[src/rtl/zq_pkg.sv]
`default_nettype none
// ============================================================================
// Module      : zq_pkg
// Description : Shared types and constants for the zombie queue stage.
// Revision    : 1.0 - initial release
// ============================================================================
package zq_pkg;

  // One zombie lane; 0..2 are real lanes, 3 marks an empty slot.
  typedef logic [1:0] lane_t;

  localparam lane_t LANE_EMPTY = 2'd3;

  // Queue controller states.
  typedef enum logic {
    ST_FILL = 1'b0,
    ST_RUN  = 1'b1
  } state_t;

  // Taps of x^8+x^6+x^5+x^4+1 as seen from a left-shifting register:
  // feedback = lfsr[7] ^ lfsr[5] ^ lfsr[4] ^ lfsr[3].
  localparam logic [7:0] LFSR_TAPS = 8'b1011_1000;

  // Map an LFSR value onto a lane that is never 3.
  function automatic lane_t lane_from_lfsr(input logic [7:0] value);
    if (value[1:0] != 2'd3) begin
      return value[1:0];
    end
    return {1'b0, value[2]};
  endfunction

endpackage : zq_pkg
`default_nettype wire

[src/rtl/zq_lfsr.sv]
`default_nettype none
// ============================================================================
// Module      : zq_lfsr
// Description : Free-running 8-bit Fibonacci LFSR plus lane derivation for
//               new zombies.
// Revision    : 1.0 - initial release
// ============================================================================
module zq_lfsr
  import zq_pkg::*;
#(
  parameter int              LFSR_W = 8,
  parameter logic [LFSR_W-1:0] SEED = 8'hA5
) (
  input  logic  clk,
  input  logic  rst,
  output lane_t lane
);

  // A zero seed would lock the LFSR at zero forever.
  localparam logic [LFSR_W-1:0] RESET_VALUE =
    (SEED == '0) ? LFSR_W'(1) : SEED;
  localparam logic [LFSR_W-1:0] TAPS = LFSR_W'(LFSR_TAPS);

  logic [LFSR_W-1:0] lfsr;
  logic              feedback;

  assign feedback = ^(lfsr & TAPS);
  assign lane     = lane_from_lfsr(8'(lfsr));

  // Advance every clock regardless of queue state.
  always_ff @(posedge clk or negedge rst) begin
    if (!rst) begin
      lfsr <= RESET_VALUE;
    end else begin
      lfsr <= {lfsr[LFSR_W-2:0], feedback};
    end
  end

endmodule : zq_lfsr
`default_nettype wire

[src/rtl/zombie_queue.sv]
`default_nettype none
// ============================================================================
// Module      : zombie_queue
// Description : Queue of upcoming zombie lanes downstream of the hit
//               detector. Drives the head lane-enable lines, pops on hits,
//               appends pseudo-random lanes, and keeps a saturating score.
// Revision    : 1.0 - initial release
// ============================================================================
module zombie_queue
  import zq_pkg::*;
#(
  parameter int                DEPTH   = 4,
  parameter int                LFSR_W  = 8,
  parameter logic [LFSR_W-1:0] SEED    = 8'hA5,
  parameter int                SCORE_W = 8
) (
  input  logic                 clk,
  input  logic                 rst,
  input  logic                 shift,
  input  logic                 need_random,
  output logic                 MD1,
  output logic                 MD2,
  output logic                 MD3,
  output logic [2*DEPTH-1:0]   queue_lanes,
  output logic [3:0]           count,
  output logic                 ready,
  output logic [SCORE_W-1:0]   score
);

  localparam logic [3:0] DEPTH_C = 4'(DEPTH);

  state_t             state, state_next;
  lane_t              slots      [DEPTH];
  lane_t              slots_next [DEPTH];
  lane_t              new_lane;
  logic [3:0]         count_next;
  logic [SCORE_W-1:0] score_next;
  logic [2:0]         md, md_next;
  logic               hit;

  zq_lfsr #(
    .LFSR_W (LFSR_W),
    .SEED   (SEED)
  ) u_lfsr (
    .clk  (clk),
    .rst  (rst),
    .lane (new_lane)
  );

  for (genvar gi = 0; gi < DEPTH; gi++) begin : g_pack
    assign queue_lanes[2*gi+1:2*gi] = slots[gi];
  end

  assign {MD3, MD2, MD1} = md;
  assign ready           = (state == ST_RUN);

  // State register.
  always_ff @(posedge clk or negedge rst) begin
    if (!rst) begin
      state <= ST_FILL;
    end else begin
      state <= state_next;
    end
  end

  // Next-state, queue update, score and head decode.
  always_comb begin
    state_next = state;
    slots_next = slots;
    count_next = count;
    score_next = score;
    hit        = 1'b0;
    md_next    = 3'b000;

    case (state)
      ST_FILL: begin
        for (int i = 0; i < DEPTH; i++) begin
          if (i == int'(count)) begin
            slots_next[i] = new_lane;
          end
        end
        count_next = count + 4'd1;
        if (count_next == DEPTH_C) begin
          state_next = ST_RUN;
        end
      end
      ST_RUN: begin
        if (shift) begin
          for (int i = 0; i < DEPTH - 1; i++) begin
            slots_next[i] = slots[i+1];
          end
          slots_next[DEPTH-1] = need_random ? new_lane : LANE_EMPTY;
          if (need_random) begin
            hit = 1'b1;
          end else if (count != 4'd0) begin
            count_next = count - 4'd1;
            hit        = 1'b1;
          end
        end else if (need_random && (count < DEPTH_C)) begin
          for (int i = 0; i < DEPTH; i++) begin
            if (i == int'(count)) begin
              slots_next[i] = new_lane;
            end
          end
          count_next = count + 4'd1;
        end
      end
      default: state_next = ST_FILL;
    endcase

    if (hit && (score != '1)) begin
      score_next = score + 1'b1;
    end

    // Lane enables only come alive once the queue is running.
    if (state_next == ST_RUN) begin
      case (slots_next[0])
        2'd0:    md_next = 3'b001;
        2'd1:    md_next = 3'b010;
        2'd2:    md_next = 3'b100;
        default: md_next = 3'b000;
      endcase
    end
  end

  // Datapath registers.
  always_ff @(posedge clk or negedge rst) begin
    if (!rst) begin
      for (int i = 0; i < DEPTH; i++) begin
        slots[i] <= LANE_EMPTY;
      end
      count <= 4'd0;
      score <= '0;
      md    <= 3'b000;
    end else begin
      slots <= slots_next;
      count <= count_next;
      score <= score_next;
      md    <= md_next;
    end
  end

endmodule : zombie_queue
`default_nettype wire

[config.mk]
export PLATFORM = sky130hd
export DESIGN_NAME = zombie_queue
export DESIGN_NICKNAME = d
export VERILOG_FILES = /design/src/rtl/zq_pkg.sv /design/src/rtl/zq_lfsr.sv /design/src/rtl/zombie_queue.sv
export SDC_FILE = /design/constraint.sdc
export NUM_CORES = 1
export LEC_CHECK = 0
export ABC_CLOCK_PERIOD_IN_PS = 4500
export CELL_PAD_IN_SITES_DETAIL_PLACEMENT = 1
export CELL_PAD_IN_SITES_GLOBAL_PLACEMENT = 2
export CORE_MARGIN = 2
export CORE_UTILIZATION = 38
export CTS_BUF_LIST = sky130_fd_sc_hd__clkbuf_8
export DETAILED_ROUTE_END_ITERATION = 6
export PLACE_DENSITY_LB_ADDON = 0.1
export SYNTH_ARGS = -nofsm -noshare
export SYNTH_HDL_FRONTEND = slang
export SYNTH_SLANG_ARGS = --single-unit
[constraint.sdc]
create_clock -name clk -period 4.5 [get_ports clk]
set_input_delay 0.9 -clock clk [delete_from_list [all_inputs] [get_ports clk]]
set_output_delay 0.9 -clock clk [all_outputs]
set_load 0.01 [all_outputs]
Word level (Yosys, flattened, before mapping)
Cells that the tools add are included.
{"block": "totals", "ff_bits": 32, "inputBits": 4, "output_inout_bits": 24, "word_cells": 56}
{"block": "classes", "addsub": 3, "order_cmp": 1, "n_eq_ne": 11, "mux": 24, "bitwise": 1, "reduce_logical": 7}
{"operator": "2-to-1 mux 4 bit", "n": 4}
{"operator": "2-to-1 mux 8 bit", "n": 2}
{"operator": "one-hot mux 8 bit (2 select lines)", "n": 1}
{"operator": "2-to-1 mux 2 bit", "n": 7}
{"operator": "one-hot mux 3 bit (3 select lines)", "n": 1}
{"operator": "adder 8 x 1 -> 8 bit (second input constant)", "n": 1}
{"operator": "equality test 3 x 4 -> 1 bit (first input constant)", "n": 2}
{"operator": "!= test 8 bit (second input constant)", "n": 1}
{"operator": "one-hot mux 4 bit (2 select lines)", "n": 1}
{"operator": "XOR reduction 8 bit", "n": 1}
{"operator": "2-to-1 mux 1 bit", "n": 7}
{"operator": "!= test 3 x 2 -> 1 bit (second input constant)", "n": 2}
{"operator": "adder 4 x 1 -> 4 bit (second input constant)", "n": 1}
{"operator": "equality test 2 x 4 -> 1 bit (first input constant)", "n": 1}
{"operator": "equality test 4 x 3 -> 1 bit (second input constant)", "n": 1}
{"operator": "logical NOT 4 bit", "n": 1}
{"operator": "< comparator 4 x 3 -> 1 bit (second input constant)", "n": 1}
{"operator": "nonzero test 4 bit", "n": 1}
{"operator": "subtractor 4 x 1 -> 4 bit (second input constant)", "n": 1}
{"operator": "2-to-1 mux 3 bit", "n": 1}
{"operator": "!= test 3 bit (second input constant)", "n": 1}
{"operator": "AND reduction 3 bit", "n": 1}
{"operator": "equality test 2 x 1 -> 1 bit (second input constant)", "n": 1}
{"operator": "equality test 2 bit (second input constant)", "n": 1}
{"operator": "4 further kinds", "n": 5}

Longest topological paths before layout
{"block": "logic_depth", "depth_word": 10, "depth_mapped": 6, "ltp_nobuf": 6}

Modules after synthesis
Synthesis repeated with hierarchy kept, for this count alone.
{"block": "hier_totals", "hier_cells": 126, "hier_area_um2": 1526.5}
{"module": "zombie_queue", "instances": 1, "cells_each": 112, "area_per_inst_um2": 1277.5, "seq_area_each_um2": 610.6}
{"module": "zq_lfsr", "instances": 1, "cells_each": 14, "area_per_inst_um2": 249.0, "seq_area_each_um2": 205.2}

Least setup slack after synthesis
OpenSTA, ideal clock, no wires.
{"block": "synth_path", "kind": "input to register", "startpoint": "in shift", "endpoint": "reg md[0]", "setup_time_ns": 0.136, "arrival_ns": 2.096, "required_time_ns": 4.364, "setup_slack_ns": 2.269, "cell_stages": 4, "n_path_buf": 0, "cell_sequence": "or4b_4 -> a221o_1 -> a2bb2oi_2 -> nor4bb_2"}
{"block": "synth_via", "elab_chain_len": 5, "elab_cells_between_ends": 7, "cone_classes": "2 x eq/ne; 4 x mux; 1 x reduce/logical"}
{"element": "start: declaration", "line": "zombie_queue.sv:19", "rtl": "input logic shift,"}
{"element": "2-to-1 mux 8 bit (*)", "line": "zombie_queue.sv:88", "rtl": "if (shift) begin"}
{"element": "one-hot mux 8 bit (2 select lines) (*)", "line": "zombie_queue.sv:75", "rtl": "case (state)"}
{"element": "equality test 2 bit (tied with other cells)", "line": "zombie_queue.sv:117", "rtl": "case (slots_next[0])"}
{"element": "one-hot mux 3 bit (3 select lines) (*)", "line": "zombie_queue.sv:117"}
{"element": "2-to-1 mux 3 bit (*)", "line": "zombie_queue.sv:116", "rtl": "if (state_next == ST_RUN) begin"}
{"element": "via md_next[0]", "line": "zombie_queue.sv:38", "rtl": "logic [2:0] md, md_next;"}
{"element": "end signal: assignment", "line": "zombie_queue.sv:139", "rtl": "md <= md_next;"}
{"element": "end: declaration", "line": "zombie_queue.sv:38"}
Mark *: on every way through the listed nets, which the timed path passes. The rest lies on a longest branch.
A chain may end at the register's enable or synchronous reset.

Final worst setup path
{"block": "layout_path", "startpoint": "in need_random", "endpoint": "reg md[0]"}
{"block": "layout_via", "elab_chain_len": 7, "elab_cells_between_ends": 9, "cone_classes": "2 x eq/ne; 5 x mux; 2 x reduce/logical"}
{"element": "start: declaration", "line": "zombie_queue.sv:20", "rtl": "input logic need_random,"}
{"element": "logical AND 1 bit (*)", "line": "zombie_queue.sv:99", "rtl": "end else if (need_random && (count < DEPTH_C)) begin"}
{"element": "2-to-1 mux 8 bit (*)", "line": "zombie_queue.sv:99"}
{"element": "2-to-1 mux 8 bit (*)", "line": "zombie_queue.sv:88"}
{"element": "one-hot mux 8 bit (2 select lines) (*)", "line": "zombie_queue.sv:75"}
{"element": "equality test 2 bit (tied with other cells)", "line": "zombie_queue.sv:117"}
{"element": "one-hot mux 3 bit (3 select lines) (*)", "line": "zombie_queue.sv:117"}
{"element": "2-to-1 mux 3 bit (*)", "line": "zombie_queue.sv:116"}
{"element": "via md_next[0]", "line": "zombie_queue.sv:38"}
Mark *: on every way through the listed nets, which the timed path passes. The rest lies on a longest branch. The select of a mux whose other input is x is not followed.

==> Flow_metrics.wiki <==
{| class="wikitable"
! Metric !! Value
|-
| Reg2Reg Launch Point || count[0]
|-
| Avg Cell Area, Syn || 11.4 um2
|-
| Die outline height || 67.7 um
|-
| #FFs+latches synth || 32
|-
| Startpoint types || primary input
|-
| Final estimated routing congestion in global placement || 0.790
|-
| Synth-to-layout area growth || 28.1%
|-
| Peak fanout along the critical path || 11
|-
| Average vias per placed instance || 5.33
|-
| Run status || complete, no violations
|-
| Static power due to leakage || 0.000805 uW
|-
| Flop2flop setup slack || 2.21 ns
|-
| Clock tree skew after final layout || 0.00386 ns
|-
| Endpoint of the lowest-slack register-to-register path || md[0]
|-
| Effective utilization at floorplan || 0.391
|-
| Antenna violation net count after detailed routing || 0
|-
| Worst hold path depth || 0
|-
| Delay of the slowest cell on the worst path || 0.68 ns
|-
| Post-cts gate resize count || 0
|-
| Number of failing hold endpoints at the final stage || 0
|-
| Number of warning messages in the yosys log || 0
|-
| PD cells || 608 mW/mm2
|-
| Vias after detailed routing || 1157
|-
| Number of remaining DRC errors || 0
|-
| Worst Setup Path Type || primary input to flop
|-
| Core outline area || 0.00394 mm2
|-
| CP Data Required Time || 4.65 ns
|-
| CP max-delay cell || clkdlybuf4s50_1
|-
| Number of hold buffers added after cts || 0
|-
| Hold-critical path endpoint || u_lfsr.lfsr[7]
|-
| Post-Route Setup TNS || 0 ns
|-
| Slew HR || 0.535
|-
| Dpl cells || 209
|-
| Overall overflow remaining after global route || 0
|-
| Final core utilization || 0.501
|-
| Worst-case vdd ir drop || 0.287 mV
|-
| Clock sink count || 32
|-
| Synth cell types || 37
|-
| Port Buf Inserts || 27
|-
| Per-cell routed wire length || 16.2 um
|-
| Post-synth design cell area || 0.00154 mm2
|-
| Cell count after synthesis || 135
|-
| X dimension of the die || 67.7 um
|-
| CP Buf/Inv Count || 1
|-
| Fin. max-slew vios || 0
|-
| Final HPWL DP || 2480 um
|-
| Layout cell share with drive strength beyond 1 || 0.198
|-
| CTS H-Tree Depth || 2
|-
| Area fraction of the dominant cell type after synthesis || 0.325
|-
| Number of primary I/O pins || 28
|-
| Cell type contributing the most total cell area after synthesis || dfrtp_1
|-
| Launch instance of the worst min-delay path || u_lfsr.lfsr[6]
|-
| Upper clock frequency limit || 371 MHz
|-
| CTS tree || built
|-
| Post-Layout Cell Count || 217
|-
| Cell types occupying the most area after synthesis || dfrtp_1 32%, dfstp_2 20%, xnor2_1 6.3%, ha_1 4.1%, nand2_1 3.9%
|-
| Insertion delay of the later-clocked pin in the worst-skew pair || 0.28 ns
|-
| Clock transition at the registers of the reported paths || 0.07 ns
|-
| Die area || 0.00458 mm2
|-
| Endpoint type of the worst setup path || flop
|-
| CP cell instances || clkdlybuf4s50_1, or4b_4, a221o_1, a2bb2oi_2, nor4bb_2
|-
| Worst-margin pin slew || 0.695 ns
|-
| Number of max-cap violations || 0
|-
| Top delay family on crit path || simple AND/OR/NAND/NOR gates
|-
| Fin nets || 175
|-
| Worst slack on hold paths || 0.355 ns
|-
| Hold crit path type || flop to flop
|-
| CTS Root Cell || clkbuf_8
|-
| Worst Slack Setup Final || 1.81 ns
|-
| Global-route wire length before repair || 6160 um
|-
| Setup repair after global routing missed its margin || false
|-
| Final setup violation count || 0
|-
| Wire length reported by the detailed router || 3530 um
|-
| Synthesized net count || 144
|-
| Worst slack at placement || 1.51 ns
|-
| Sequential share of the synthesized area || 0.529
|-
| Critical path data arrival time || 2.85 ns
|-
| Global-route usage over all layers || 0.187
|-
| Number of global-route vias before repair || 1241
|-
| Number of clock buffers inserted by TritonCTS || 5
|-
| Number of iterations in the first detailed-routing pass || 4
|-
| Final worst path period need || 2.69 ns
|-
| Length in cells of the worst reg-to-reg path || 6
|-
| Pin count of the biggest net entering global routing || 33
|-
| Final clock period utilization by the worst path || 0.598
|-
| Drt initial violations || 58
|-
| Cell Rows || 23
|-
| Buffer levels on the longest clock path || 2
|-
| Post-CTS setup-driven buffer insertion count || 0
|-
| Initial antenna violation count || 0
|-
| Antenna diode count || 0
|}
==> report_power, final <==
group	internal, uW	total (uW)	switching, uW
Clock	164	273	109
Sequential	379	481	102
Combinational	253	446	193
==> cell type report <==
class,instances,area (um2)
Fill cell,420,1970
Sequential cell,32,816
Multi-Input combinational cell,93,684
Timing Repair Buffer,28,278
Clock buffer,5,68.8
Tap cell,50,62.6
Clock inverter,3,42.5
Inverter,6,22.5
==> placed cells by master, fill, tap and decap left out, types with 4 or more instances in the layout <==
cell             instances
clkdlybuf4s50_1         27
dfrtp_1                 20
nand2_1                 16
dfstp_2                 12
xnor2_1                 11
nor2_1                   6
inv_1                    6
nand4_1                  6
mux2_2                   5
nand3_1                  5
ha_1                     5
clkbuf_8                 5
a21oi_1                  4
==> synthesized netlist by cell type <==
| cell | count |
|---|---|
| or4b_4 | 1 |
| inv_1 | 6 |
| nor2_1 | 6 |
| nand4_1 | 6 |
| o221a_2 | 2 |
| o32a_1 | 1 |
| dfstp_2 | 12 |
| and4_1 | 1 |
| and2_1 | 1 |
| a2bb2oi_1 | 1 |
| o311a_1 | 1 |
| o21bai_1 | 1 |
| nand2_1 | 16 |
| o2bb2ai_1 | 1 |
| buf_2 | 3 |
| nor4_1 | 1 |
| or3b_4 | 1 |
| nand3_1 | 5 |
| dfrtp_1 | 20 |
| xor2_1 | 3 |
| nor3b_1 | 1 |
| mux2_2 | 5 |
| a2bb2oi_2 | 1 |
| ha_1 | 5 |
| a21oi_1 | 4 |
| and3_1 | 2 |
| nor2b_1 | 1 |
| a211oi_2 | 1 |
| nor4bb_2 | 1 |
| xnor2_1 | 11 |
| a221o_1 | 3 |
| o311ai_1 | 1 |
| nand2b_1 | 3 |
| a31oi_1 | 2 |
| o21ai_0 | 3 |
| o2111ai_1 | 1 |
| clkbuf_1 | 1 |
==> metrics by stage <==
stage	power [uW]	instance area, um2
3_3_place_gp	927	1860
6_report	1200	1970
5_1_grt	1290	1970
2_1_floorplan	713	1540
3_5_place_dp	934	1860
4_1_cts	1220	1970
==> how the worst max path moves through the flow <==
stage / to / start / depth (start not counted) / slack, ns
4_1_cts: md[0] / need_random / 5 / 1.82
3_3_place_gp: md[0] / need_random / 5 / 1.55
3_5_place_dp: md[0] / need_random / 5 / 1.51
6_report: md[0] / need_random / 5 / 1.81
2_1_floorplan: md[0] / shift / 4 / 2.27
5_1_grt: md[0] / need_random / 5 / 1.73
==> per-layer routing <==
layer / share of wire / vias to the layer above / GRT usage / wire length (um)
met1: 0.47 / 592 / 0.244 / 1660
met2: 0.49 / 20 / 0.292 / 1730
met3: 0.028 / 2 / 0.0367 / 99
met4: 0.0088 / 0 / 0.0995 / 31
met5: 0 / - / 0 / 0
li1: - / 543 / - / -
==> logic make-up after synthesis <==
group           after synthesis  share of synthesized area
compound gates               23                      0.123
buf+inv                      10                     0.0268
mux                           5                     0.0365
fa+ha+maj                     5                     0.0406
xor+xnor                     14                     0.0795
simple gates                 46                      0.164
flops                        32                      0.529
==> flip-flops by register name, indices dropped and copies added (netlist names) <==
name	count
u_lfsr.lfsr	8
md	3
count	4
score	8
queue_lanes	8
ready	1
Note: power is estimated with default switching activity, not from simulation.
